File: src/rtl/spi_xact_ctrl.sv
// Transaction sequencer for the SPI memory datapath: bit-counted address/data
// phases with one-cycle Moore strobes for address latch, load, write and MISO.
module spi_xact_ctrl #(
  parameter int FRAME_BITS = 8,
  parameter int CNT_W      = 4,
  parameter int MEM_LAT    = 1
) (
  input  logic             clk,
  input  logic             rst_n,
  input  logic             cs_n,
  input  logic             sclk_pos,
  input  logic             sr_pout0,
  output logic             addr_we,
  output logic             sr_load,
  output logic             dm_we,
  output logic             miso_en,
  output logic             rw,
  output logic             busy,
  output logic             proto_err,
  output logic [CNT_W-1:0] bit_cnt
);

  typedef enum logic [3:0] {
    IDLE        = 4'd0,
    ADDR        = 4'd1,
    ADDR_SETTLE = 4'd2,
    LATCH       = 4'd3,
    RD_WAIT     = 4'd4,
    RD_LOAD     = 4'd5,
    RD_SHIFT    = 4'd6,
    WR_SHIFT    = 4'd7,
    WR_SETTLE   = 4'd8,
    WR_COMMIT   = 4'd9,
    DONE        = 4'd10
  } state_t;

  localparam logic [CNT_W-1:0] FRAME_CNT = CNT_W'(FRAME_BITS);
  localparam logic [CNT_W-1:0] CNT_ONE   = CNT_W'(1);
  localparam logic [1:0]       LAT_LAST  = 2'(MEM_LAT - 1);

  state_t     state;
  state_t     next_state;
  logic [1:0] lat_cnt;
  logic       abort;
  logic       stray_pulse;

  // Abort and stray-pulse qualifiers shared by next-state and datapath logic
  always_comb begin
    abort       = (state != IDLE) && cs_n;
    stray_pulse = 1'b0;
    if (!abort && sclk_pos) begin
      case (state)
        ADDR_SETTLE, LATCH, RD_WAIT, RD_LOAD, WR_SETTLE, WR_COMMIT: stray_pulse = 1'b1;
        default:                                                     stray_pulse = 1'b0;
      endcase
    end else begin
      stray_pulse = 1'b0;
    end
  end

  // State register
  always_ff @(posedge clk or negedge rst_n) begin
    if (!rst_n) begin
      state <= IDLE;
    end else begin
      state <= next_state;
    end
  end

  // Next-state logic; chip-select release overrides every other transition
  always_comb begin
    next_state = state;
    if (abort) begin
      next_state = IDLE;
    end else begin
      case (state)
        IDLE:        next_state = cs_n ? IDLE : ADDR;
        ADDR:        next_state = (sclk_pos && (bit_cnt == FRAME_CNT - CNT_ONE)) ? ADDR_SETTLE : ADDR;
        ADDR_SETTLE: next_state = LATCH;
        LATCH:       next_state = sr_pout0 ? RD_WAIT : WR_SHIFT;
        RD_WAIT:     next_state = (lat_cnt == LAT_LAST) ? RD_LOAD : RD_WAIT;
        RD_LOAD:     next_state = RD_SHIFT;
        RD_SHIFT:    next_state = (bit_cnt == FRAME_CNT) ? DONE : RD_SHIFT;
        WR_SHIFT:    next_state = (bit_cnt == FRAME_CNT) ? WR_SETTLE : WR_SHIFT;
        WR_SETTLE:   next_state = WR_COMMIT;
        WR_COMMIT:   next_state = DONE;
        DONE:        next_state = DONE;
        default:     next_state = IDLE;
      endcase
    end
  end

  // Bit/latency counters, R/W flag and sticky protocol error
  always_ff @(posedge clk or negedge rst_n) begin
    if (!rst_n) begin
      bit_cnt   <= '0;
      lat_cnt   <= 2'd0;
      rw        <= 1'b0;
      proto_err <= 1'b0;
    end else if (abort) begin
      bit_cnt <= '0;
      lat_cnt <= 2'd0;
    end else begin
      if (stray_pulse) begin
        proto_err <= 1'b1;
      end
      case (state)
        IDLE: begin
          bit_cnt <= '0;
          lat_cnt <= 2'd0;
          if (!cs_n) begin
            proto_err <= 1'b0;
          end
        end
        ADDR: begin
          if (sclk_pos) begin
            bit_cnt <= (bit_cnt == FRAME_CNT - CNT_ONE) ? '0 : bit_cnt + CNT_ONE;
          end
        end
        LATCH: begin
          rw      <= sr_pout0;
          lat_cnt <= 2'd0;
        end
        RD_WAIT: lat_cnt <= lat_cnt + 2'd1;
        // Data phase counts saturate so overrun pulses are simply dropped
        RD_SHIFT, WR_SHIFT: begin
          if (sclk_pos && (bit_cnt != FRAME_CNT)) begin
            bit_cnt <= bit_cnt + CNT_ONE;
          end
        end
        default: begin
          bit_cnt <= bit_cnt;
        end
      endcase
    end
  end

  // Moore output decode from the state register
  always_comb begin
    addr_we = 1'b0;
    sr_load = 1'b0;
    dm_we   = 1'b0;
    miso_en = 1'b0;
    busy    = (state != IDLE);
    case (state)
      LATCH:     addr_we = 1'b1;
      RD_LOAD:   sr_load = 1'b1;
      WR_COMMIT: dm_we   = 1'b1;
      RD_SHIFT:  miso_en = 1'b1;
      DONE:      miso_en = rw;
      default:   miso_en = 1'b0;
    endcase
  end

endmodule

File: config.mk
export PLATFORM = sky130hd
export DESIGN_NAME = spi_xact_ctrl
export DESIGN_NICKNAME = d
export VERILOG_FILES = /design/src/rtl/spi_xact_ctrl.sv
export SDC_FILE = /design/constraint.sdc
export NUM_CORES = 1
export LEC_CHECK = 0
export ABC_AREA = 0
export CAP_MARGIN = 20
export CORE_AREA = 8 8 51 53
export CTS_CLUSTER_DIAMETER = 80
export DETAILED_ROUTE_END_ITERATION = 10
export DIE_AREA = 0 0 59 61
export GPL_TIMING_DRIVEN = 0
export HOLD_SLACK_MARGIN = 0.06
export PLACE_DENSITY = 0.81
export SLEW_MARGIN = 10
export SYNTH_ARGS = -nofsm -noshare
export SYNTH_HDL_FRONTEND = slang
export SYNTH_SLANG_ARGS = --single-unit
File: constraint.sdc
create_clock -name clk -period 1.8 [get_ports clk]
set_input_delay 0.18 -clock clk [delete_from_list [all_inputs] [get_ports clk]]
set_output_delay 0.18 -clock clk [all_outputs]
set_load 0.02 [all_outputs]
==> out/qor.csv, run 1 <==
metric,value,unit
grt_max_degree,13,
die_y,61,um
num_vias,882,
antenna_found_initial,0,
gr-total-overflow,0,
gp_congestion,0.865,
drt_iter0_drc,35,
clockBufferDepth,2,
synth.top_cell.area_share,0.339,
initial_core_util,0.481,
vias_per_cell,5.80,
clkSinkCount,12,
critPathMaxStageDelay,460,ps
syn_to_final_growth,24.4,%
finalSetupTns,0,ps
ant_nets,0,
die_w,59,um
ys_types,40,
finalSetupViolCount,0,
cts-hold-fix-buffers,0,
synthTopCellsByCount,"dfrtp_1 (12), a21oi_1 (10), inv_1 (9), nor2_1 (9), nand2_1 (6)",
synth_area,886,um^2
yosys_warnings,0,
arrival,1530,ps
stdcell_area,1100,um^2
path_max_fanout,10,
cts_tree,done,
layout_setup_ws,88.3,ps
cp_slowest_cell,dfrtp_2,
cp_num_buf_inv,3,
fin_hold_ws,246,ps
grt_pass1_vias,889,
fill_cells,178,
max-vdd-ir-drop,0.623,mV
p_per_area,1280,nW/um^2
ff_latch_area,302,um^2
power,1.41,mW
cts-root-buf,clkbuf_4,
io_pins,16,
coreArea,1840,um^2
post_cts_buffers,0,
skew,6.95,ps
path_cells,buf_6 -> inv_1 -> nand3_1 -> a211oi_1 -> buf_2,
fin_cells,152,
wirelength,2310,um
required,1620,ps
worstMarginPinSlew,566,ps
synth_top_cell_by_area,dfrtp_1,
critPathTopFamily,flip-flops,
synth_flop_cell,dfrtp_1,
hold_class,input port to asynchronous set/reset pin,
first_pass_iters,4,
num_antenna_cells,0,
grt_first_pass_wirelength,4000,um
status,completed,
synth.net_count,114,
clock.fmax,584,MHz
ys_top_cells_by_area,"dfrtp_1 (34%), a21oi_1 (5.6%), mux2i_1 (4.5%), ha_1 (4.2%), inv_1 (3.8%)",
synth-seq-cells,12,
cts.clk_slew.worst_paths,80,ps
dp_hpwl,1700,um
relSlewSlack,0.622,
final_util,0.599,
power.leakage,0.463,nW
start_kind,flip-flop,
rows,16,
avgSynthCellArea,8.36,um^2
die_area,3600,um^2
ys_async_sr_fraction,1.00,
maxSlewViolCount,0,
period_minus_slack,1710,ps
portBuffers,15,
cts-buffers-inserted,3,
cts_max_level,1,
dpl_cell_area,1070,um^2
fin_crit_sh,0.951,
multi_input_area,532,um^2
synthCells,106,
hold_viol,0,
rsz0062_at_grt,no,
cap_violations,0,
crit_type,flip-flop to output port,
wl_per_cell,15.2,um
grt_usage,0.144,
post-synth-top-count-cell,dfrtp_1,
nets,134,
dp.cells,148,
worstSkewPairLatency,290,ps
drive_gt1_frac,0.152,
dp_slack,-118,ps
seq_area_frac_synth,0.339,
synth_edf_count,0,
setup.worst_path.end_class,output port,
drc_errors,0,
-- per-layer routing --
layer / routed length [um] / global-route usage / vias up
li1: - / - / 420
met1: 1030 / 0.162 / 421
met2: 1070 / 0.231 / 34
met3: 164 / 0.0572 / 7
met4: 54 / 0.0751 / 0
met5: 0 / 0 / -
-- report_power, final --
part | switching [mW] | total [mW] | internal (mW)
sequential | 0.0746 | 0.405 | 0.331
clock | 0.100 | 0.224 | 0.123
combinational | 0.440 | 0.783 | 0.343
-- repair_timing --
| action | in CTS | in global routing |
|---|---|---|
| setup endpoints to repair | 5 | 6 |
| resized for setup | 12 | 11 |
| gates cloned | 0 | 0 |
-- cells by family (layout without fill, tap and decap cells) --
logic type	after synthesis	count (layout)	share of synthesized area
mux	5	5	0.0579
buf+inv	15	34	0.0678
fa+ha+maj	3	3	0.0424
compound gates	31	31	0.236
flops	12	12	0.339
simple gates	38	38	0.237
xor+xnor	2	2	0.0198
-- worst reg2reg max path: cells and delay by family (launching register included) --
kind,cells,cell delay [ps]
AOI/OAI and AO/OA,3,660
DFF,1,460
and+or+nand+nor,1,450
-- sequential cells by signal, summed over array words and instances (netlist names) --
name       flops
bit_cnt        4
lat_cnt        2
proto_err      1
rw             1
state          4
-- worst paths after layout --
| path | startpoint | endpoint | slack [ps] | cells past startpoint |
|---|---|---|---|---|
| hold reg to reg | lat_cnt[1] | lat_cnt[1] | 530 | 2 |
| max in group asynchronous | rst_n | state[2] | 1140 | 1 |
| setup reg to reg | state[1] | bit_cnt[3] | 150 | 4 |
| hold / removal | rst_n | state[3] | 250 | 1 |
| setup / recovery | state[2] | miso_en | 90 | 5 |
| min in group clk | lat_cnt[1] | lat_cnt[1] | 530 | 2 |
-- cell usage in the layout, fill, tap and decap left out, types with 3 or more instances in the layout --
cell,Yosys,final
a21oi_1,10,10
buf_2,3,3
clkbuf_2,0,3
clkbuf_4,0,3
clkdlybuf4s50_1,0,10
dfrtp_1,12,11
ha_1,3,3
inv_1,9,9
mux2i_1,4,4
nand2_1,6,6
nand2b_1,3,3
nand3_1,4,4
nor2_1,9,9
nor3_1,3,3
o211ai_1,3,3
-- cell type report --
type | instances | area share
flip-flops and latches | 12 | 0.274
clock buffers | 4 | 0.0329
well taps | 27 | 0.0306
repair buffers | 15 | 0.117
plain buffers | 5 | 0.0295
inverters | 10 | 0.0341
multi-input cells | 79 | 0.482
No activity file was read; power rests on OpenSTA's default activity.
==> run 2, diff against run 1 <==
--- a/config.mk
+++ b/config.mk
@@ -11,7 +11,6 @@
 export CTS_CLUSTER_DIAMETER = 80
 export DETAILED_ROUTE_END_ITERATION = 10
 export DIE_AREA = 0 0 59 61
-export GPL_TIMING_DRIVEN = 0
 export HOLD_SLACK_MARGIN = 0.06
 export PLACE_DENSITY = 0.81
 export SLEW_MARGIN = 10
==> run 2 against run 1 <==
Count of clock-buffer cells in the layout is 1 lower; final cell count is 3.3% higher; routed wire length is 1.4% lower; via count is 1.7% lower; power is 0.36% lower; non-clock buffer count is 6 higher; setup slack better by 4.7 ps; fmax is 0.28% higher; flip-flop and latch count stayed put.
==> out/qor.csv, run 2 (synthesis results as in run 1) <==
metric,value,unit,change
cts_tree,done,,
wirelength,2280,um,-1.4%
die_y,61,um,unchanged
die_area,3600,um^2,unchanged
reg2reg_to,bit_cnt[3],,
p_per_area,1220,nW/um^2,-4.5%
finalSetupViolCount,0,,unchanged
gp_congestion,0.921,,+6.5%
required,2000,ps,+380 ps
cp_num_buf_inv,1,,-2
drive_gt1_frac,0.162,,+0.00954
clock.fmax,586,MHz,+0.28%
drc_errors,0,,unchanged
period_minus_slack,1710,ps,-4.71 ps
worstMarginPinSlew,545,ps,-21.1 ps
cap_violations,0,,unchanged
hold_class,input port to asynchronous set/reset pin,,
crit_type,flip-flop to flip-flop,,
portBuffers,15,,unchanged
cts.clk_slew.worst_paths,70,ps,about the same
dp_slack,25.6,ps,+143 ps
grt_usage,0.146,,+0.00193
arrival,1900,ps,+370 ps
cts-hold-fix-buffers,0,,unchanged
ant_nets,0,,unchanged
grt_pass1_vias,907,,+2.0%
coreArea,1840,um^2,unchanged
power.leakage,0.495,nW,+7.0%
status,completed,,
drt_iter0_drc,33,,-5.7%
grt_first_pass_wirelength,4060,um,+1.6%
cts-root-buf,clkbuf_4,,
clockBufferDepth,2,,unchanged
syn_to_final_growth,29.8,%,
relSlewSlack,0.636,,+0.0141
post_cts_buffers,0,,unchanged
start_kind,flip-flop,,
critPathTopFamily,simple AND/OR/NAND/NOR gates,,
max-vdd-ir-drop,0.759,mV,+22%
setup.worst_path.end_class,flip-flop,,
top_regs,"bit_cnt (4), state (4), lat_cnt (2)",,
vias_per_cell,5.52,,-4.8%
final_common_cell,dfrtp_1,,
worstSkewPairLatency,270,ps,-20 ps
cp_slowest_cell,dfrtp_1,,
num_antenna_cells,0,,unchanged
initial_core_util,0.481,,unchanged
path_max_fanout,7,,-3
first_pass_iters,4,,unchanged
wl_per_cell,14.5,um,-4.5%
critPathMaxStageDelay,440,ps,-20 ps
hold_viol,0,,unchanged
gr-total-overflow,0,,unchanged
cts-buffers-inserted,3,,unchanged
clkSinkCount,12,,unchanged
fill_cells,176,,-1.1%
timing.rr.start,state[1],,
maxSlewViolCount,0,,unchanged
power,1.41,mW,-0.36%
r2r_setup_slack,90,ps,-60 ps
nets,140,,+4.5%
path_cells,buf_4 -> or3b_4 -> and2_4 -> o32a_1 -> o211ai_2,,
io_pins,16,,unchanged
fin_crit_sh,0.948,,-0.00262
worstRegToRegCells,5,,+1
layout_setup_ws,93.0,ps,+4.71 ps
cts_max_level,1,,unchanged
skew,1.17,ps,-5.78 ps
grt_max_degree,13,,unchanged
rsz0062_at_grt,no,,
layout_common_cells,"dfrtp_1 (12), buf_4 (11), a21oi_1 (10), clkdlybuf4s50_1 (10)",,
rows,16,,unchanged
num_vias,867,,-1.7%
finalSetupTns,0,ps,unchanged
die_w,59,um,unchanged
dp_hpwl,1780,um,+4.6%
antenna_found_initial,0,,unchanged
## run 2: cell types whose count changed in the layout (fill, tap and decap cells not counted), sizes merged
cell	delta
clkbuf	-4
buf	+6
clkdlybuf4s15	+1
dlygate4sd2	+2
## run 2: how the worst max path moves through the flow
stage / from / end / slack [ps] / cells after the start
4_1_cts: state[3] / miso_en / 10 / 3
3_3_place_gp: state[3] / miso_en / 80 / 3
3_5_place_dp: state[3] / miso_en / 30 / 3
5_1_grt: state[3] / addr_we / 10 / 3
6_report: state[1] / bit_cnt[3] / 90 / 5
2_1_floorplan: bit_cnt[0] / bit_cnt[3] / 250 / 6
## run 2: per-layer routing
metal  routed length [um]  share of wire  up-vias  track usage
li1                     -              -      430            -
met1                  994           0.44      401        0.171
met2                 1070           0.47       31        0.235
met3                  158          0.069        5       0.0360
met4                   50          0.022        0       0.0887
met5                    0              0        -            0
## run 2: per-stage QoR
step / cell area (um^2) / util / hold WS, ps / std cells
4_1_cts: 1150 / 0.622 / 273 / 157
3_3_place_gp: 1130 / 0.613 / 502 / 154
3_5_place_dp: 1130 / 0.613 / 514 / 154
2_1_floorplan: 886 / - / -116 / 106
5_1_grt: 1150 / 0.624 / 325 / 157
6_report: 1150 / 0.624 / 259 / 157
## run 2: area by class of cell
| class | count | area, um^2 | area share |
|---|---|---|---|
| clock buffer | 3 | 22.5 | 0.0196 |
| inverter | 10 | 37.5 | 0.0326 |
| multi-input combinational | 79 | 532 | 0.462 |
| sequential | 12 | 300 | 0.261 |
| tap | 27 | 33.8 | 0.0294 |
| timing repair buffer | 26 | 224 | 0.195 |
## run 2: timing repair
action | CTS | global route
pin swaps | 0 | 0
endpoints found under the setup margin | 5 | 4
resized for setup | 5 | 5
## run 2: power by group
group	leakage (nW)	switching, mW	internal (mW)
Combinational	0.320	0.450	0.394
Clock	0.0138	0.0838	0.0776
Sequential	0.161	0.0710	0.330
==> variant, RTL diff (settings of run 2) <==
Change the parameter `CNT_W` from 4 to 5.
--- a/src/rtl/spi_xact_ctrl.sv
+++ b/src/rtl/spi_xact_ctrl.sv
@@ -4,3 +4,3 @@
   parameter int FRAME_BITS = 8,
-  parameter int CNT_W      = 4,
+  parameter int CNT_W      = 5,
   parameter int MEM_LAT    = 1
Interface: changed (resized bit_cnt); port bits go from 16 to 17. No check against the original RTL was run, so the function may have changed too.
==> variant against run 2 <==
  * Count of clock-buffer cells in the layout up 1
  * Critical path depth down 3
  * Worst hold slack gained 0.038 ns
  * Die area stayed put
  * Sequential cell count grew 1
  * Sequential share of layout area fell by 0.53 points
  * Area after synthesis is 12% higher
  * Worst setup slack lost 0.021 ns
  * Critical path type is now register to output pin
  * Routed wire length rose by 8.1%
  * Power up 13%
  * Largest cell class unchanged
  * Final area grew 11%
==> variant: results (changes against run 2) <==
{
  "worst-path-max-fanout": {"value": 3, "change": "was 7"},
  "grt_start_max_net_pins": {"value": 17, "change": "was 13"},
  "crit_path_capture": {"value": "busy", "change": "was bit_cnt[3]$_DFFE_PN0P_"},
  "ys_types": {"value": 46, "change": "was 40"},
  "final_net_count": {"value": 148, "change": "was 140"},
  "dr_total_vias": {"value": 945, "change": "was 867"},
  "grt_pass1_wl": {"value": 4240, "unit": "um", "change": "was 4060 um"},
  "avgViaCountPerCell": {"value": 5.69, "change": "was 5.52"},
  "dpl-instance-area": {"value": 0.00124, "unit": "mm2", "change": "was 0.00113 mm2"},
  "worstMarginPinSlew": {"value": 0.634, "unit": "ns", "change": "was 0.545 ns"},
  "gp_congestion": {"value": 0.872, "change": "was 0.921"},
  "rr_startpoint": {"value": "state[2]$_DFF_PN0_", "change": "was state[1]$_DFF_PN0_"},
  "drt-initial-drc-count": {"value": 30, "change": "was 33"},
  "synthesis.instances": {"value": 112, "change": "was 106"},
  "grt_util_all_layers": {"value": 0.151, "change": "was 0.146"},
  "dr.pass1.iters": {"value": 6, "change": "was 4"},
  "layout_top_registers": {"value": "bit_cnt x5, state x4, lat_cnt x2", "change": "was bit_cnt x4, state x4, lat_cnt x2"},
  "drive_gt1_frac": {"value": 0.216, "change": "was 0.162"},
  "yosysSeqAreaShare": {"value": 0.328, "change": "was 0.339"},
  "synth_compound_gate_area_share": {"value": 0.246, "change": "was 0.236"},
  "synth.area.mux_share": {"value": 0.0328, "change": "was 0.0579"},
  "synthAdderAreaFrac": {"value": 0.0378, "change": "was 0.0424"},
  "xor_xnor_fraction_of_synth_area": {"value": 0, "change": "was 0.0198"},
  "synth_top_cells_by_area": {"value": "sky130_fd_sc_hd__dfrtp_1, sky130_fd_sc_hd__ha_1, sky130_fd_sc_hd__nand2_1, sky130_fd_sc_hd__nor2_1, sky130_fd_sc_hd__a21oi_1", "change": "was sky130_fd_sc_hd__dfrtp_1, sky130_fd_sc_hd__a21oi_1, sky130_fd_sc_hd__mux2i_1, sky130_fd_sc_hd__ha_1, sky130_fd_sc_hd__inv_1"},
  "post_synthesis_net_count": {"value": 120, "change": "was 114"},
  "layout.filler_cells": {"value": 157, "change": "was 176"},
  "wirelength": {"value": 2460, "unit": "um", "change": "was 2280 um"},
  "critPathLaunch": {"value": "state[1]$_DFF_PN0_", "change": "unchanged"},
  "dp_cells": {"value": 162, "change": "was 154"},
  "port-buffer-count": {"value": 16, "change": "was 15"},
  "reg2reg_setup_slack": {"value": 0.13, "unit": "ns", "change": "was 0.09 ns"},
  "outcome": {"value": "finished clean", "change": "unchanged"},
  "yosys-top-cells-count": {"value": "sky130_fd_sc_hd__dfrtp_1, sky130_fd_sc_hd__nand2_1, sky130_fd_sc_hd__nor2_1, sky130_fd_sc_hd__a21oi_1, sky130_fd_sc_hd__inv_1", "change": "was sky130_fd_sc_hd__dfrtp_1, sky130_fd_sc_hd__a21oi_1, sky130_fd_sc_hd__inv_1, sky130_fd_sc_hd__nor2_1, sky130_fd_sc_hd__nand2_1"},
  "p_int": {"value": 0.000899, "unit": "W", "change": "was 0.000802 W"}
}
variant: layout make-up:
cell class | instances | area share
timing repair buffer | 31 | 0.212
sequential | 13 | 0.256
inverter | 5 | 0.0147
multi-input combinational | 86 | 0.471
tap | 27 | 0.0265
clock buffer | 4 | 0.0206
variant: kinds of logic (layout without fill, tap and decap cells):
group                      Yosys count  count (layout)
and+or+nand+nor                     48              48
AOI/OAI and AO/OA                   32              32
adders and majority gates            3               3
muxes                                3               3
DFF                                 13              13
buffers and inverters               13              40
variant: power by group through the flow:
stage               logic [W]  clock network [W]  registers, W
floorplan            0.000595                  0      0.000461
global placement     0.000970                  0      0.000415
detailed placement   0.000984                  0      0.000417
CTS                  0.000976           0.000187      0.000411
global route          0.00109           0.000202      0.000422
finish               0.000993           0.000179      0.000413
variant: stage by stage:
step | utilization | total power [W] | worst slack, ns | hold WS [ns]
finish | 0.693 | 0.00159 | 0.0724 | 0.298
global route | 0.693 | 0.00172 | 0.00831 | 0.339
CTS | 0.687 | 0.00157 | 0.0329 | 0.320
detailed placement | 0.676 | 0.00140 | 0.0724 | 0.521
global placement | 0.676 | 0.00139 | 0.105 | 0.508
floorplan | - | 0.00106 | 0.00965 | -0.116
variant: timing repair:
| action | CTS | global route |
|---|---|---|
| resized for setup | 5 | 6 |
| endpoints found under the setup margin | 5 | 6 |
| pin swaps | 0 | 1 |
| hold buffers | 0 | 0 |
variant: critical path: stages (launching register included):
cell                              delay [ns]
sky130_fd_sc_hd__dfrtp_1                0.38
sky130_fd_sc_hd__or4_1                  0.58
sky130_fd_sc_hd__clkdlybuf4s15_1        0.32
variant: metal layers:
metal,share of wire,vias up,track usage
li1,-,464,-
met1,0.43,457,0.177
met2,0.52,22,0.273
met3,0.050,2,0.0318
met4,0.0057,0,0.0410
met5,0,-,0
